[src/rtl/rv32_pkg.sv]
// Shared RV32 load/store definitions: funct3 codes, LSU state encoding and
// access-size helpers used by the load/store unit and its load extractor.
package rv32_pkg;

  localparam logic [2:0] F3_B  = 3'b000;
  localparam logic [2:0] F3_H  = 3'b001;
  localparam logic [2:0] F3_W  = 3'b010;
  localparam logic [2:0] F3_BU = 3'b100;
  localparam logic [2:0] F3_HU = 3'b101;

  typedef enum logic [1:0] {
    ST_IDLE,
    ST_BEAT0,
    ST_BEAT1,
    ST_RESP
  } lsu_state_t;

  // Access size in bytes (1, 2 or 4); 0 marks the reserved size code.
  typedef logic [2:0] lsu_size_t;

  function automatic lsu_size_t lsu_size(input logic [1:0] size_code);
    case (size_code)
      2'b00:   return 3'd1;
      2'b01:   return 3'd2;
      2'b10:   return 3'd4;
      default: return 3'd0;
    endcase
  endfunction

  // Reserved encodings, plus unsigned variants that only make sense for loads.
  function automatic logic lsu_illegal(input logic store, input logic [2:0] funct3);
    return (funct3 == 3'b011) || (funct3[2] && funct3[1]) || (store && funct3[2]);
  endfunction

endpackage

[src/rtl/risc_v_32_load_extract.sv]
// Combinational load-data extractor: selects the addressed bytes out of a
// two-word window and sign- or zero-extends them to 32 bits.
module risc_v_32_load_extract
  import rv32_pkg::*;
(
  input  logic [63:0] window,
  input  logic [1:0]  off,
  input  logic [2:0]  funct3,
  output logic [31:0] data
);

  logic [31:0] lo;

  assign lo = 32'(window >> {off, 3'b000});

  // NOTE: every output of a combinational block gets a default first so no latch can be inferred.
  always_comb begin
    data = '0;
    case (funct3)
      F3_B:    data = {{24{lo[7]}}, lo[7:0]};
      F3_BU:   data = {24'b0, lo[7:0]};
      F3_H:    data = {{16{lo[15]}}, lo[15:0]};
      F3_HU:   data = {16'b0, lo[15:0]};
      F3_W:    data = lo;
      default: data = '0;
    endcase
  end

endmodule

[src/rtl/risc_v_32_lsu.sv]
// RV32 MEM-stage load/store unit: one access per transaction over a word bus
// with req/ack, splitting word-crossing accesses into two beats.
module risc_v_32_lsu
  import rv32_pkg::*;
#(
  parameter bit ALLOW_MISALIGNED = 1'b1,
  parameter int TIMEOUT          = 255
) (
  input  logic        clk,
  input  logic        rst,
  input  logic        req_valid,
  output logic        req_ready,
  input  logic        req_store,
  input  logic [2:0]  req_funct3,
  input  logic [31:0] req_addr,
  input  logic [31:0] req_wdata,
  output logic        bus_req,
  output logic        bus_we,
  output logic [31:0] bus_addr,
  output logic [3:0]  bus_be,
  output logic [31:0] bus_wdata,
  input  logic        bus_ack,
  input  logic [31:0] bus_rdata,
  output logic        resp_valid,
  output logic [31:0] resp_data,
  output logic        resp_err
);

  localparam int CNT_W = (TIMEOUT > 1) ? $clog2(TIMEOUT) : 1;
  localparam logic [CNT_W-1:0] CNT_LAST = CNT_W'(TIMEOUT - 1);

  lsu_state_t       state_q, state_d;
  logic [CNT_W-1:0] cnt_q, cnt_d;

  logic        store_q;
  logic [2:0]  f3_q;
  logic [31:0] addr_q, wdata_q;
  logic [31:0] r0_q, r0_d;
  logic        load_en;

  logic        bus_req_d, bus_we_d;
  logic [31:0] bus_addr_d, bus_wdata_d;
  logic [3:0]  bus_be_d;
  logic        resp_valid_d, resp_err_d;
  logic [31:0] resp_data_d;

  // Lane computation works on the incoming request while idle and on the
  // latched request during the beats, so one copy serves both.
  logic        idle;
  logic        src_store;
  logic [2:0]  src_f3;
  logic [31:0] src_addr, src_wdata, base_addr;
  logic [1:0]  off;
  lsu_size_t   size;
  logic [7:0]  mask_base, mask8;
  logic [63:0] wdata64;
  logic        crosses, illegal;

  assign idle      = (state_q == ST_IDLE);
  assign req_ready = idle && !rst;
  assign src_store = idle ? req_store  : store_q;
  assign src_f3    = idle ? req_funct3 : f3_q;
  assign src_addr  = idle ? req_addr   : addr_q;
  assign src_wdata = idle ? req_wdata  : wdata_q;
  assign base_addr = {src_addr[31:2], 2'b00};
  assign off       = src_addr[1:0];
  assign size      = lsu_size(src_f3[1:0]);
  assign mask_base = (size == 3'd1) ? 8'h01 :
                     (size == 3'd2) ? 8'h03 :
                     (size == 3'd4) ? 8'h0F : 8'h00;
  assign mask8     = mask_base << off;
  assign wdata64   = {32'b0, src_wdata} << {off, 3'b000};
  assign crosses   = ({2'b00, off} + {1'b0, size}) > 4'd4;
  assign illegal   = lsu_illegal(src_store, src_f3);

  // Before the second beat lands only r0 is meaningful.
  logic [63:0] window;
  logic [31:0] load_data;

  assign window = (state_q == ST_BEAT1) ? {bus_rdata, r0_q} : {32'b0, bus_rdata};

  risc_v_32_load_extract u_extract (
    .window (window),
    .off    (addr_q[1:0]),
    .funct3 (f3_q),
    .data   (load_data)
  );

  always_comb begin
    state_d      = state_q;
    cnt_d        = cnt_q;
    r0_d         = r0_q;
    load_en      = 1'b0;
    bus_req_d    = bus_req;
    bus_we_d     = bus_we;
    bus_addr_d   = bus_addr;
    bus_be_d     = bus_be;
    bus_wdata_d  = bus_wdata;
    resp_valid_d = 1'b0;
    resp_data_d  = '0;
    resp_err_d   = 1'b0;

    case (state_q)
      ST_IDLE: begin
        if (req_valid && req_ready) begin
          load_en = 1'b1;
          if (illegal || (crosses && !ALLOW_MISALIGNED)) begin
            state_d      = ST_RESP;
            resp_valid_d = 1'b1;
            resp_err_d   = 1'b1;
          end else begin
            state_d     = ST_BEAT0;
            cnt_d       = '0;
            bus_req_d   = 1'b1;
            bus_we_d    = req_store;
            bus_addr_d  = base_addr;
            bus_be_d    = mask8[3:0];
            bus_wdata_d = wdata64[31:0];
          end
        end
      end

      ST_BEAT0, ST_BEAT1: begin
        if (bus_ack) begin
          if (state_q == ST_BEAT0 && crosses) begin
            state_d     = ST_BEAT1;
            cnt_d       = '0;
            r0_d        = bus_rdata;
            bus_addr_d  = base_addr + 32'd4;
            bus_be_d    = mask8[7:4];
            bus_wdata_d = wdata64[63:32];
          end else begin
            state_d      = ST_RESP;
            bus_req_d    = 1'b0;
            resp_valid_d = 1'b1;
            resp_data_d  = store_q ? 32'b0 : load_data;
          end
        end else if (cnt_q == CNT_LAST) begin
          state_d      = ST_RESP;
          bus_req_d    = 1'b0;
          resp_valid_d = 1'b1;
          resp_err_d   = 1'b1;
        end else begin
          cnt_d = cnt_q + CNT_W'(1);
        end
      end

      ST_RESP: state_d = ST_IDLE;

      default: state_d = ST_IDLE;
    endcase
  end

  // NOTE: sequential state is written only with non-blocking assignments.
  always_ff @(posedge clk) begin
    if (rst) begin
      state_q    <= ST_IDLE;
      cnt_q      <= '0;
      bus_req    <= 1'b0;
      bus_we     <= 1'b0;
      bus_addr   <= '0;
      bus_be     <= '0;
      bus_wdata  <= '0;
      resp_valid <= 1'b0;
      resp_data  <= '0;
      resp_err   <= 1'b0;
    end else begin
      state_q    <= state_d;
      cnt_q      <= cnt_d;
      bus_req    <= bus_req_d;
      bus_we     <= bus_we_d;
      bus_addr   <= bus_addr_d;
      bus_be     <= bus_be_d;
      bus_wdata  <= bus_wdata_d;
      resp_valid <= resp_valid_d;
      resp_data  <= resp_data_d;
      resp_err   <= resp_err_d;
    end
  end

  // NOTE: request and read-data holding registers carry no reset; they are always written before use.
  always_ff @(posedge clk) begin
    if (load_en) begin
      store_q <= req_store;
      f3_q    <= req_funct3;
      addr_q  <= req_addr;
      wdata_q <= req_wdata;
    end
    r0_q <= r0_d;
  end

endmodule

[config.mk]
export PLATFORM = sky130hd
export DESIGN_NAME = risc_v_32_lsu
export DESIGN_NICKNAME = d
export VERILOG_FILES = /design/src/rtl/rv32_pkg.sv /design/src/rtl/risc_v_32_load_extract.sv /design/src/rtl/risc_v_32_lsu.sv
export SDC_FILE = /design/constraint.sdc
export NUM_CORES = 1
export LEC_CHECK = 0
export CAP_MARGIN = 25
export CORE_UTILIZATION = 40
export CTS_BUF_LIST = sky130_fd_sc_hd__clkbuf_4 sky130_fd_sc_hd__clkbuf_8
export DETAILED_ROUTE_END_ITERATION = 12
export GPL_ROUTABILITY_DRIVEN = 0
export PLACE_DENSITY = 0.74
export SYNTH_ARGS = -nofsm -noshare
export SYNTH_HDL_FRONTEND = slang
export SYNTH_SLANG_ARGS = --single-unit
[constraint.sdc]
create_clock -name clk -period 7.3 [get_ports clk]
set_input_delay 1.095 -clock clk [delete_from_list [all_inputs] [get_ports clk]]
set_output_delay 1.095 -clock clk [all_outputs]
set_load 0.01 [all_outputs]
==> Yosys cells after proc, flatten, opt, wreduce, memory -nomap -nowiden <==
Cells that the tools add are included.
Widths: inputs -> output; s select.
{ "op_classes": {"addsub": 3, "magnitude_cmp": 1, "n_eq_ne": 22, "shift": 3, "muxes": 53, "n_bitwise": 3, "n_reduce_logical": 20} }
{ "op_table": {"columns": ["operator", "n"], "rows": [
  ["$mux 32", 10],
  ["$pmux 32 s5", 1],
  ["$pmux 32 s2", 2],
  ["$mux 64", 1],
  ["$shl 32x5->64", 1],
  ["$shr 64x5->32", 1],
  ["$mux 8", 5],
  ["$add 32x3->32 const B", 1],
  ["$mux 4", 7],
  ["$pmux 8 s2", 1],
  ["$mux 1", 15],
  ["$reduce_and 5->1", 3],
  ["$ne 3x3->1 const B", 4],
  ["$eq 3x2->1 const B", 3],
  ["$eq 3x3->1 const B", 3],
  ["$pmux 3 s3", 1],
  ["$add 8x1->8 const B", 1],
  ["$eq 8x8->1 const B", 1],
  ["$mux 2", 4],
  ["$pmux 4 s2", 1],
  ["$shl 4x2->8", 1],
  ["$eq 2x2->1 const B", 3],
  ["$eq 3x1->1 const B", 2],
  ["$ne 2x2->1 const B", 3],
  ["18 further kinds", 30]
]} }
{ "totals": {"register_bits": 214, "inputBits": 104, "out_inout_bits": 105, "word_cells": 120} }

==> Depth between registers and ports, before layout <==
Gate-level depths: netlist of run 1.
{ "depth": {"ltp_word": 12, "ltp_mapped": 20, "mapped_depth_nobuf": 12} }

==> By module <==
Synthesis of run 1 repeated with hierarchy kept, for this count alone.
{ "unflattened": {"cells_unflattened": 1083, "area_unflattened_um2": 11634.9} }
{ "by_module_without_submodules": {"columns": ["mod", "instances", "cells_per_inst", "area_each_um2", "seq_area_each_um2"], "rows": [
  ["risc_v_32_lsu", 1, 966, 10415.0, 5245.0],
  ["risc_v_32_load_extract", 1, 117, 1219.9, 0.0]
]} }

==> Least setup slack after synthesis of run 1 <==
OpenSTA, ideal clock, no wires.
{ "synth_timing": {"path_type": "register to register", "startpoint": "register state_q[0]", "endpoint": "register bus_req", "setup_time_ns": 0.096, "arrival_time_ns": 5.907, "required_ns": 7.204, "slack_ns": 1.297, "path_stages_with_launch": 17, "path_buffers": 5, "period_less_slack_ns": 6.003, "cell_sequence": "dfxtp_1 -> inv_1 -> ha_1 -> buf_2 -> clkbuf_1 -> clkbuf_1 -> buf_2 -> buf_2 -> mux2i_1 -> inv_1 -> ha_1 -> fa_1 -> nor2_1 -> o22a_1 -> nor3_1 -> nor3_1 -> o32ai_1"} }
{ "synth_between": {"elab_chain_cells": 9, "elab_cells_between_ends": 28, "cone_classes": "add/sub (1); order compare (1); eq/ne (9); mux (5); reduce/logical (12)"} }
{ "synth_rtl": {"columns": ["item", "line", "source"], "rows": [
  ["from (decl)", "risc_v_32_lsu.sv:32", "lsu_state_t state_q, state_d;"],
  ["from (signal assigned)", "risc_v_32_lsu.sv:168", "state_q <= state_d;"],
  ["$logic_not 2->1", "risc_v_32_lsu.sv:59, risc_v_32_lsu.sv:103", null],
  ["$mux 3", "risc_v_32_lsu.sv:62", "assign src_f3 = idle ? req_funct3 : f3_q;"],
  ["$eq 2x2->1, or another cell as far along", "rv32_pkg.sv:22", "case (size_code)"],
  ["$pmux 3 s3", "rv32_pkg.sv:22", null],
  ["$add 2x3->4", "risc_v_32_lsu.sv:73", "assign crosses = ({2'b00, off} + {1'b0, size}) > 4'd4;"],
  ["$gt 4x3->1", "risc_v_32_lsu.sv:73", null],
  ["$logic_and 1x1->1", "risc_v_32_lsu.sv:125", "if (state_q == ST_BEAT0 && crosses) begin"],
  ["$ne 3x3->1 (no source line)", null, null],
  ["$reduce_and 5->1 (no source line)", null, null],
  ["to (signal assigned)", "risc_v_32_lsu.sv:170", "bus_req <= bus_req_d;"],
  ["to (decl)", "risc_v_32_lsu.sv:17", "output logic bus_req,"]
]} }
Several ways; a longest one is shown, not always the timed one.
A chain may end at the register's enable or synchronous reset.

==> Final worst setup path of run 1 <==
{ "layout_timing": {"startpoint": "input req_addr[0]", "endpoint": "register bus_addr[24]"} }
{ "layout_between": {"elab_chain_cells": 6} }
{ "layout_rtl": {"columns": ["item", "line", "source"], "rows": [
  ["from (decl)", "risc_v_32_lsu.sv:15", "input logic [31:0] req_addr,"],
  ["$mux 32", "risc_v_32_lsu.sv:63", "assign src_addr = idle ? req_addr : addr_q;"],
  ["$add 2x3->4", "risc_v_32_lsu.sv:73", null],
  ["$gt 4x3->1", "risc_v_32_lsu.sv:73", null],
  ["$logic_and 1x1->1", "risc_v_32_lsu.sv:125", null],
  ["$ne 2x2->1 (no source line)", null, null],
  ["$reduce_and 5->1 (no source line)", null, null],
  ["to (signal assigned)", "risc_v_32_lsu.sv:172", "bus_addr <= bus_addr_d;"],
  ["to (decl)", "risc_v_32_lsu.sv:19", "output logic [31:0] bus_addr,"]
]} }
No other way between the ends.

==> key figures, run 1 <==
Logic synthesis
  – Mapped cell area: between 0.01 and 0.015 mm^2
  – Post-synth ARST share: 0
  – Ys Warns: 0
  – Post-synthesis instance total: roughly 1100
  – Library cells used by synthesis: between 60 and 70
  – Post-synth EDFFs: 100
  – Sequential fraction of the synthesis area: 0.4726
  – Mean Syn Cell Area: 10.29 um^2
  – Synth Register Bits: 212
  – Ys flop type: dfxtp_1

Worst hold path
  – Hold/Removal Path Class: reg -> reg
  – Hold path depth: 2

Flow run
  – Max_cap viols: 0

Worst setup path
  – CP arrival: between 5 and 6 ns
  – Crit end category: flip-flop
  – Buf/Inv on CP: 4
  – Crit path max-delay cell type: or4_2
  – Type of the worst setup path: in -> reg
  – Cell mode on critical path: buf_4
  – Crit path max-delay family: buffers and inverters
  – Crit path largest cell delay: about 1.0 ns
  – Critical path, cell by cell: clkdlybuf4s50_1 -> mux2i_1 -> buf_4 -> inv_1 -> ha_1 -> fa_1 -> xnor2_1 -> o221a_2 -> or4_2 -> buf_4 -> or3_1 -> o311ai_1
  – Startpoint Class: input pin
  – CP Max Fanout: 32
  – Critical Path RT: around 7.7 ns
  – Critical path depth: 12
  – Reg2reg path depth: 12

Clock tree
  – # resized after CTS: 0
  – CTS tree: built
  – Clock slew at reported path FFs: around 0.06 ns
  – Hold-fix buffers, CTS: 0
  – Worst-skew pair later-pin latency: roughly 0.54 ns
  – CTS Buf Count: 38
  – Clk root buf: clkbuf_8
  – TritonCTS sink count: about 210
  – CTS max path bufs: 3
  – Setup bufs post-CTS: 0
  – H-tree depth: 2

Die
  – Site Rows: 60
  – Top-Level Pins: approximately 210
  – Core area: 0.02710 mm^2
  – Starting Density: 0.4096
  – Die area: about 0.028 mm^2
  – Die height: 168.6 um
  – Die Width: about 170 um

Run status
  – Status: completed

STA
  – Fin. max-slew vios: 0
  – Hold WS: 0.4539 ns
  – Fmax achieved: approximately 0.18 GHz
  – Setup_tns: 0 ns
  – RSZ-0062 raised after global routing: no
  – Fin. Hold Viols: 0
  – Max-slew headroom: 0.3093
  – Worst Tran Pin Value: around 1.0 ns
  – Skew final: 0.02765 ns
  – Fin crit period: between 5 and 6 ns
  – Fin crit share: 0.7412
  – # setup viols final: 0

Place
  – Port bufs: 206
  – Estimated wirelength of the detail-placed design: ~22000 um

Route
  – Router iterations before antenna repair: 5
  – DR iter-0 viols: roughly 1000
  – ANT nets after route: 0
  – Vias: ~9500
  – WL/cell: about 19 um
  – Drt total wl: 31440 um
  – Detailed-route vias per instance: 5.726
  – Drt drc: 0

Final layout
  – Share of cells above drive strength 1: 0.1132
  – Synth-to-layout area growth: 28.93%
  – NumNets Final: between 1000 and 1500

GRT
  – GRT overflow: 0
  – Initial antenna violation count: 1
  – GRT met2 Usage: 0.3480
  – Largest net degree at the start of global routing: 73
  – First-pass GRT wire length: 49070 um
  – Met3 usage: 0.03531
  – Vias in the first global route: 9016
  – Layer with the highest usage: met2
  – GR Layer Usage met1: 0.2909
  – GRT Overall Usage: 0.2182

Power and ir drop
  – Lkg Pwr: slightly above 5 nW
  – Power per cell area: 367.8 mW/mm^2
  – Worst vdd ir: roughly 0.26 mV
-- final timing paths --
check                               to                     start  slack (ns)
max reg2reg  bus_addr[24]$_SDFFE_PP0P_   state_q[0]$_SDFFE_PP0P_        1.99
min           bus_addr[6]$_SDFFE_PP0P_  bus_addr[6]$_SDFFE_PP0P_        0.45
max          bus_addr[24]$_SDFFE_PP0P_               req_addr[0]        1.89
min reg2reg   bus_addr[6]$_SDFFE_PP0P_  bus_addr[6]$_SDFFE_PP0P_        0.45
-- per-stage QoR --
stage	cell area [um^2]	util	setup WS [ns]	cells	power (mW)
finish	14310	0.5280	1.890	1663	5.263
global route	14310	0.5280	1.705	1663	5.556
CTS	14280	0.5269	1.944	1661	5.252
detailed placement	13430	0.4957	1.377	1591	4.017
global placement	13420	0.4951	1.479	1590	3.974
floorplan	11100	-	1.297	1080	3.222
-- cell families after synthesis --
| kind of cell | count (synthesis) | synth area share |
|---|---|---|
| compound gates | 250 | 0.1486 |
| xor+xnor | 9 | 0.007102 |
| fa+ha+maj | 15 | 0.01759 |
| buf+inv | 98 | 0.03686 |
| flops | 212 | 0.4726 |
| mux | 171 | 0.1754 |
| other cells | 1 | 0.0003379 |
| simple gates | 323 | 0.1416 |
-- cell usage in the layout (no fill, tap or decap), types with 5 or more instances in the layout --
master           count
clkdlybuf4s50_1    205
and3_1               8
clkbuf_4            18
nand3b_1             8
o31ai_1             10
nand3_1             61
dfxtp_1            112
ha_1                12
nor2b_1             10
o21ai_0             33
a31oi_1              5
or3_1                7
o22ai_1             26
a21oi_1             81
nand4b_1             6
o211ai_1             7
or4_1                7
mux2_2              28
inv_1               16
a221oi_1            11
nand4_1             14
clkbuf_8            45
mux2i_1            126
nor3_1              23
nor2_1              84
buf_4               12
a211oi_1            26
xnor2_1              8
nand2_1             74
and2_1               5
a2bb2oi_1            7
o311ai_0            11
edfxtp_1           100
mux4_2              16
-- routing by layer --
layer / wire length [um] / vias to the layer above
li1: - / 4480
met4: 1258 / 0
met2: 14510 / 399
met1: 13700 / 4559
met5: 0 / -
met3: 1969 / 85
-- cells in the mapped netlist (all sizes together), types with 14 or more instances --
| master | n | share of area |
|---|---|---|
| o21ai | 33 | 0.015 |
| mux2 | 28 | 0.028 |
| nand4 | 14 | 0.0079 |
| nor2 | 85 | 0.029 |
| a21oi | 81 | 0.037 |
| mux4 | 16 | 0.032 |
| dfxtp | 112 | 0.20 |
| ha | 14 | 0.016 |
| nand2 | 74 | 0.025 |
| nand3 | 61 | 0.028 |
| buf | 38 | 0.017 |
| inv | 16 | 0.0054 |
| o22ai | 26 | 0.015 |
| mux2i | 127 | 0.11 |
| a211oi | 27 | 0.019 |
| nor3 | 24 | 0.011 |
| edfxtp | 100 | 0.27 |
| clkbuf | 42 | 0.014 |
-- final cells by class --
type	count	area (um^2)
fillers	2371	12790
clock buffers	63	754.5
multi-input cells	770	5493
diodes	1	2.502
flip-flops and latches	212	5245
repair buffers	220	2190
well taps	372	465.4
clock inverters	7	92.59
inverters	18	67.56
-- where the power goes --
| group | switching, mW | internal [mW] |
|---|---|---|
| clock network | 0.496 | 0.726 |
| logic | 1.40 | 1.03 |
| registers | 0.140 | 1.47 |
-- flip-flops by register name (all words and copies together) (netlist names) --
signal      flops
f3_q            3
cnt_q           8
bus_req         1
store_q         1
resp_data      32
r0_q           32
state_q         2
resp_err        1
bus_addr       30
bus_we          1
bus_be          4
resp_valid      1
wdata_q        32
addr_q         32
bus_wdata      32
-- worst min-delay path, stage by stage (launching register included) --
cell	delay [ns]
dfxtp_1	0.30
nand2_1	0.05
a21oi_1	0.05
Power figures use the tool's default switching activity.
==> run 2: changes to the inputs <==
- clock period: 7.3 -> 5.6 ns (I/O delays scaled with it)
==> run 2 against run 1 <==
  * Core utilization grew 0.12 points
  * Routed wire length grew 3.6%
  * Sequential share of layout area shrank 0.083 points
  * Clock skew shrank 0.0069 ns
  * Clock power grew 25%
  * Critical endpoint is now bus_wdata[17]$_SDFFE_PP0P_
==> key figures, run 2 (same netlist as run 1, synthesis figures left out) <==
Final layout
  – Commonest cells after routing, fill and taps aside: 205 x clkdlybuf4s50_1, 126 x mux2i_1, 112 x dfxtp_1 (unchanged)
  – Commonest non-fill, non-tap cell in the layout: clkdlybuf4s50_1 (unchanged)
  – Flip-flop and latch area: 0.005245 mm^2 (unchanged)
  – Multi-input logic area: 0.005499 mm^2 (was 0.005493 mm^2)
  – # fillers: 2397 (was 2371)
  – NumNets Final: 1385 (was 1379)
  – Synth-to-layout area growth: 29.22% (was 28.93%)
  – Share of cells above drive strength 1: 0.1134 (was 0.1132)
  – Non-Filler Instances: 1670 (was 1663)

GRT
  – GRT overflow: 0 (unchanged)
  – Layer with the highest usage: met2 (unchanged)
  – Largest net degree at the start of global routing: 73 (unchanged)
  – GRT met2 Usage: 0.3558 (was 0.3480)
  – Met3 usage: 0.03905 (was 0.03531)
  – Initial antenna violation count: 2 (was 1)
  – Vias in the first global route: 9258 (was 9016)
  – GRT Overall Usage: 0.2241 (was 0.2182)
  – GR Layer Usage met1: 0.3013 (was 0.2909)
  – First-pass GRT wire length: 50360 um (was 49070 um)

Die
  – Top-Level Pins: 209 (unchanged)
  – Core area: 0.02710 mm^2 (unchanged)
  – Die height: 168.6 um (unchanged)
  – Site Rows: 60 (unchanged)
  – Starting Density: 0.4096 (unchanged)
  – Die Width: 168.6 um (unchanged)
  – Die area: 0.02842 mm^2 (unchanged)

STA
  – Fin. Hold Viols: 0 (unchanged)
  – Setup_tns: 0 ns (unchanged)
  – Max-slew headroom: 0.3087 (was 0.3093)
  – Fin crit share: 0.8384
  – Fin. max-slew vios: 0 (unchanged)
  – Fin crit period: ~4.7 ns
  – # setup viols final: 0 (unchanged)
  – Worst Tran Pin Value: 1.032 ns (was 1.031 ns)
  – Fmax achieved: between 0.2 and 0.25 GHz
  – RSZ-0062 raised after global routing: no (unchanged)
  – Skew final: 0.02076 ns (was 0.02765 ns)

Worst setup path
  – Reg2reg path depth: 13 (was 12)
  – R2R Setup Slk: 0.90 ns (was 1.99 ns)
  – Buf/Inv on CP: 4 (unchanged)
  – Startpoint Class: flip-flop (was input pin)
  – Crit end category: flip-flop (unchanged)
  – CP Max Fanout: 45 (was 32)
  – Worst reg2reg endpoint: bus_wdata[17]$_SDFFE_PP0P_ (was bus_addr[24]$_SDFFE_PP0P_)
  – CP arrival: 5.07 ns (was 5.85 ns)
  – Type of the worst setup path: reg -> reg (was in -> reg)
  – Reg-to-reg startpoint: state_q[0]$_SDFFE_PP0P_ (unchanged)
  – Crit path max-delay cell type: or4_2 (unchanged)
  – Critical Path RT: 5.98 ns (was 7.74 ns)
  – Critical path, cell by cell: inv_1 -> ha_4 -> mux2i_1 -> buf_4 -> inv_1 -> ha_1 -> fa_1 -> nor2_1 -> o221a_2 -> or4_2 -> buf_4 -> a211oi_1 -> nor3_1 (was clkdlybuf4s50_1 -> mux2i_1 -> buf_4 -> inv_1 -> ha_1 -> fa_1 -> xnor2_1 -> o221a_2 -> or4_2 -> buf_4 -> or3_1 -> o311ai_1)
  – Critical path depth: 13 (was 12)
  – Crit path max-delay family: adder cells (was buffers and inverters)
  – Crit path largest cell delay: 0.92 ns (was 1.01 ns)

Clock tree
  – CTS tree: built (unchanged)
  – CTS Buf Count: 38 (unchanged)
  – Clock slew at reported path FFs: 0.06 ns (about the same)
  – Setup bufs post-CTS: 0 (unchanged)
  – TritonCTS sink count: 212 (unchanged)
  – # resized after CTS: 0 (unchanged)
  – CTS max path bufs: 3 (unchanged)
  – H-tree depth: 2 (unchanged)
  – Hold-fix buffers, CTS: 0 (unchanged)
  – Worst-skew pair later-pin latency: 0.54 ns (about the same)
  – Clk root buf: clkbuf_8 (unchanged)

Power and ir drop
  – Lkg Pwr: 5.114 nW (was 5.108 nW)
  – Worst vdd ir: 0.3494 mV (was 0.2553 mV)
  – Power per cell area: 478.1 mW/mm^2 (was 367.8 mW/mm^2)

Route
  – WL/cell: 19.51 um (was 18.91 um)
  – DR iter-0 viols: 916 (was 1001)
  – Vias: 9605 (was 9523)
  – Drt drc: 0 (unchanged)
  – Drt total wl: 32580 um (was 31440 um)
  – Router iterations before antenna repair: 5 (unchanged)
  – ANT nets after route: 0 (unchanged)
  – Detailed-route vias per instance: 5.751 (was 5.726)

Worst hold path
  – Worst Hold End: bus_wdata[29]$_SDFFE_PP0P_ (was bus_addr[6]$_SDFFE_PP0P_)
  – Hold Crit Start: bus_wdata[29]$_SDFFE_PP0P_ (was bus_addr[6]$_SDFFE_PP0P_)
  – Hold/Removal Path Class: reg -> reg (unchanged)
  – Hold path depth: 2 (unchanged)

Flow run
  – Max_cap viols: 0 (unchanged)

Run status
  – Status: completed (unchanged)

Place
  – Estimated wirelength of the detail-placed design: 22340 um (was 22160 um)
  – Port bufs: 206 (unchanged)
  – Post-placement cell count: 1596 (was 1591)
## run 2: cell type report
type / instances / share of cell area
Multi-Input combinational cell: 770 / 0.3834
Sequential cell: 212 / 0.3657
Timing Repair Buffer: 226 / 0.1574
Clock buffer: 57 / 0.04859
Tap cell: 372 / 0.03245
Clock inverter: 13 / 0.007415
Inverter: 18 / 0.004711
Antenna cell: 2 / 0.0003489
## run 2: through the flow
step / util / total power, mW / worst slack [ns] / hold WS, ns / area (um^2)
final: 0.5292 / 6.857 / 0.9048 / 0.4599 / 14340
after CTS: 0.5276 / 6.835 / 0.9429 / 0.4611 / 14300
after global routing: 0.5292 / 7.225 / 0.6731 / 0.4757 / 14340
after detailed placement: 0.4979 / 5.298 / 0.8670 / 0.4521 / 13490
after global placement: 0.4979 / 5.241 / 0.9261 / 0.4388 / 13490
after floorplan: - / 4.202 / 0.3047 / 0.4476 / 11110
## run 2: routing by layer
metal / up-vias / part of all wire
met3: 71 / 0.068
li1: 4487 / -
met2: 437 / 0.46
met1: 4610 / 0.43
met5: - / 0
met4: 0 / 0.035
## run 2: where the power goes
part | switching [mW] | internal (mW)
clock network | 0.669 | 0.852
logic | 1.85 | 1.38
registers | 0.188 | 1.92
## run 2: worst register-to-register path: cells and delay by family (launching register included)
family,cells,cell delay (ns)
and+or+nand+nor,3,1.06
buffers and inverters,4,0.90
muxes,1,0.28
AOI/OAI and AO/OA,2,0.59
DFF,1,0.34
adders and majority gates,3,1.38
## run 2: how the worst max path moves through the flow
stage / end / start
after floorplan: bus_we$_SDFFE_PP0P_ / state_q[0]$_SDFFE_PP0P_
after global placement: bus_wdata[15]$_SDFFE_PP0P_ / req_addr[0]
after detailed placement: bus_wdata[10]$_SDFFE_PP0P_ / req_addr[0]
after CTS: bus_wdata[14]$_SDFFE_PP0P_ / state_q[0]$_SDFFE_PP0P_
after global routing: bus_wdata[10]$_SDFFE_PP0P_ / state_q[0]$_SDFFE_PP0P_
final: bus_wdata[17]$_SDFFE_PP0P_ / state_q[0]$_SDFFE_PP0P_
==> run 3: changes to the inputs <==
- PLACE_DENSITY: 0.74 -> 0.76
- clock period: 5.6 -> 4.3 ns (I/O delays scaled with it)
==> run 3 against run 2 <==
  * Routed wire length fell by 1.1%
  * Cell count up 0.48%
  * Power up 31%
  * Critical path type unchanged
  * Non-clock buffer count up 12
  * Worst setup slack worse by 0.55 ns
  * Register-to-register slack lost 0.55 ns
  * First-iteration DRC count down 12%
  * Sequential power increased by 29%
  * Clock skew grew 0.030 ns
  * Sequential share of layout area fell by 0.26 points
==> key figures, run 3 (same netlist as run 1, synthesis figures left out) <==
Worst setup path
  – Crit path max-delay family: adder cells (unchanged)
  – Critical Path RT: 4.66 ns (was 5.98 ns)
  – Type of the worst setup path: reg -> reg (unchanged)
  – CP arrival: 4.30 ns (was 5.07 ns)
  – Critical path, cell by cell: inv_1 -> ha_4 -> mux2_2 -> inv_1 -> ha_1 -> ha_1 -> fa_1 -> nor2_1 -> o221a_2 -> or4_2 -> buf_4 -> a211oi_1 -> nor3_1 (was inv_1 -> ha_4 -> mux2i_1 -> buf_4 -> inv_1 -> ha_1 -> fa_1 -> nor2_1 -> o221a_2 -> or4_2 -> buf_4 -> a211oi_1 -> nor3_1)
  – Startpoint Class: flip-flop (unchanged)
  – Buf/Inv on CP: 3 (was 4)
  – Crit path max-delay cell type: or4_2 (unchanged)
  – Crit end category: flip-flop (unchanged)
  – CP Max Fanout: 25 (was 45)
  – Crit path largest cell delay: 0.82 ns (was 0.92 ns)

Worst hold path
  – Hold/Removal Path Class: reg -> reg (unchanged)

Route
  – Vias: 9653 (was 9605)
  – ANT nets after route: 0 (unchanged)
  – Drt total wl: 32210 um (was 32580 um)
  – WL/cell: 19.20 um (was 19.51 um)
  – DR iter-0 viols: 806 (was 916)
  – Router iterations before antenna repair: 8 (was 5)
  – Drt drc: 0 (unchanged)
  – Detailed-route vias per instance: 5.753 (was 5.751)

GRT
  – Initial antenna violation count: 0 (was 2)
  – First-pass GRT wire length: 50830 um (was 50360 um)
  – Largest net degree at the start of global routing: 73 (unchanged)
  – GRT Overall Usage: 0.2257 (was 0.2241)
  – Vias in the first global route: 9500 (was 9258)
  – GRT overflow: 0 (unchanged)

STA
  – Skew final: 0.05053 ns (was 0.02076 ns)
  – Worst Tran Pin Value: 1.041 ns (was 1.032 ns)
  – Hold WS: 0.4571 ns (was 0.4599 ns)
  – Final worst slack: 0.3589 ns (was 0.9048 ns)
  – Fmax achieved: 0.2537 GHz (was 0.2130 GHz)
  – Fin crit period: 3.941 ns (was 4.695 ns)
  – Fin. Hold Viols: 0 (unchanged)
  – # setup viols final: 0 (unchanged)
  – Setup_tns: 0 ns (unchanged)
  – RSZ-0062 raised after global routing: no (unchanged)
  – Fin. max-slew vios: 0 (unchanged)
  – Max-slew headroom: 0.3032 (was 0.3087)
  – Fin crit share: 0.9165 (was 0.8384)

Place
  – Placed Area: 0.01362 mm^2 (was 0.01349 mm^2)
  – Estimated wirelength of the detail-placed design: 22590 um (was 22340 um)
  – Port bufs: 206 (unchanged)
  – DP Worst Slack: -0.002599 ns (was 0.8670 ns)

Clock tree
  – # resized after CTS: 0 (unchanged)
  – Clock slew at reported path FFs: 0.06 ns (about the same)
  – Clk root buf: clkbuf_8 (unchanged)
  – Hold-fix buffers, CTS: 0 (unchanged)
  – CTS Buf Count: 37 (was 38)
  – Worst-skew pair later-pin latency: 0.56 ns (was 0.54 ns)
  – TritonCTS sink count: 212 (unchanged)
  – CTS tree: built (unchanged)
  – CTS max path bufs: 3 (unchanged)
  – H-tree depth: 2 (unchanged)
  – Setup bufs post-CTS: 0 (unchanged)

Die
  – Top-Level Pins: 209 (unchanged)
  – Die area: 0.02842 mm^2 (unchanged)
  – Site Rows: 60 (unchanged)
  – Die Width: 168.6 um (unchanged)
  – Die height: 168.6 um (unchanged)
  – Core area: 0.02710 mm^2 (unchanged)
  – Starting Density: 0.4096 (unchanged)

Power and ir drop
  – Lkg Pwr: 5.192 nW (was 5.114 nW)
  – Total power: 8.989 mW (was 6.857 mW)
  – Worst vdd ir: 0.4093 mV (was 0.3494 mV)
  – Power per cell area: 622.3 mW/mm^2 (was 478.1 mW/mm^2)

Final layout
  – Post-route cell area: 0.01445 mm^2 (was 0.01434 mm^2)
  – Commonest non-fill, non-tap cell in the layout: clkdlybuf4s50_1 (unchanged)
  – NumNets Final: 1396 (was 1385)
  – Share of cells above drive strength 1: 0.1240 (was 0.1134)
  – Commonest cells after routing, fill and taps aside: 205 x clkdlybuf4s50_1, 126 x mux2i_1, 112 x dfxtp_1 (unchanged)
  – Synth-to-layout area growth: 30.14% (was 29.22%)
  – # diodes: 0 (was 2)

Run status
  – Status: completed (unchanged)

Flow run
  – Max_cap viols: 0 (unchanged)
[run 3: per-stage QoR]
stage / util / instances
after floorplan: - / 1080
after global placement: 0.5024 / 1609
after detailed placement: 0.5024 / 1609
after CTS: 0.5320 / 1677
after global routing: 0.5330 / 1678
final: 0.5330 / 1678
[run 3: routing by layer]
| metal | part of all wire | GRT usage | wire [um] | vias to the layer above |
|---|---|---|---|---|
| li1 | - | - | - | 4521 |
| met1 | 0.43 | 0.2960 | 13880 | 4649 |
| met2 | 0.46 | 0.3648 | 14960 | 409 |
| met3 | 0.071 | 0.04162 | 2291 | 74 |
| met4 | 0.033 | 0.09802 | 1076 | 0 |
| met5 | 0 | 0 | 0 | - |
[run 3: power breakdown]
group / switching (mW) / total [mW] / internal [mW]
Sequential: 0.226 / 2.73 / 2.50
Clock: 0.855 / 1.99 / 1.14
Combinational: 2.42 / 4.27 / 1.84
Total: 3.51 / 8.99 / 5.48
[run 3: final timing paths]
kind	endpoint	slack [ns]	cells past startpoint	startpoint
worst min register to register	bus_addr[7]$_SDFFE_PP0P_	0.46	2	bus_addr[7]$_SDFFE_PP0P_
worst max-delay path	bus_wdata[20]$_SDFFE_PP0P_	0.36	13	state_q[0]$_SDFFE_PP0P_
worst min-delay path	bus_addr[7]$_SDFFE_PP0P_	0.46	2	bus_addr[7]$_SDFFE_PP0P_
worst max register to register	bus_wdata[20]$_SDFFE_PP0P_	0.36	13	state_q[0]$_SDFFE_PP0P_
[run 3: area by class of cell]
| class | count | area [um^2] |
|---|---|---|
| Sequential cell | 212 | 5245 |
| Clock buffer | 60 | 725.7 |
| Multi-Input combinational cell | 770 | 5499 |
| Fill cell | 2386 | 12660 |
| Timing Repair Buffer | 238 | 2367 |
| Clock inverter | 8 | 75.07 |
| Tap cell | 372 | 465.4 |
| Inverter | 18 | 67.56 |
[run 3: worst min-delay path: stages (launching register included)]
cell and delay (ns):
dfxtp_1 0.31, nand2_1 0.05, a21oi_1 0.05
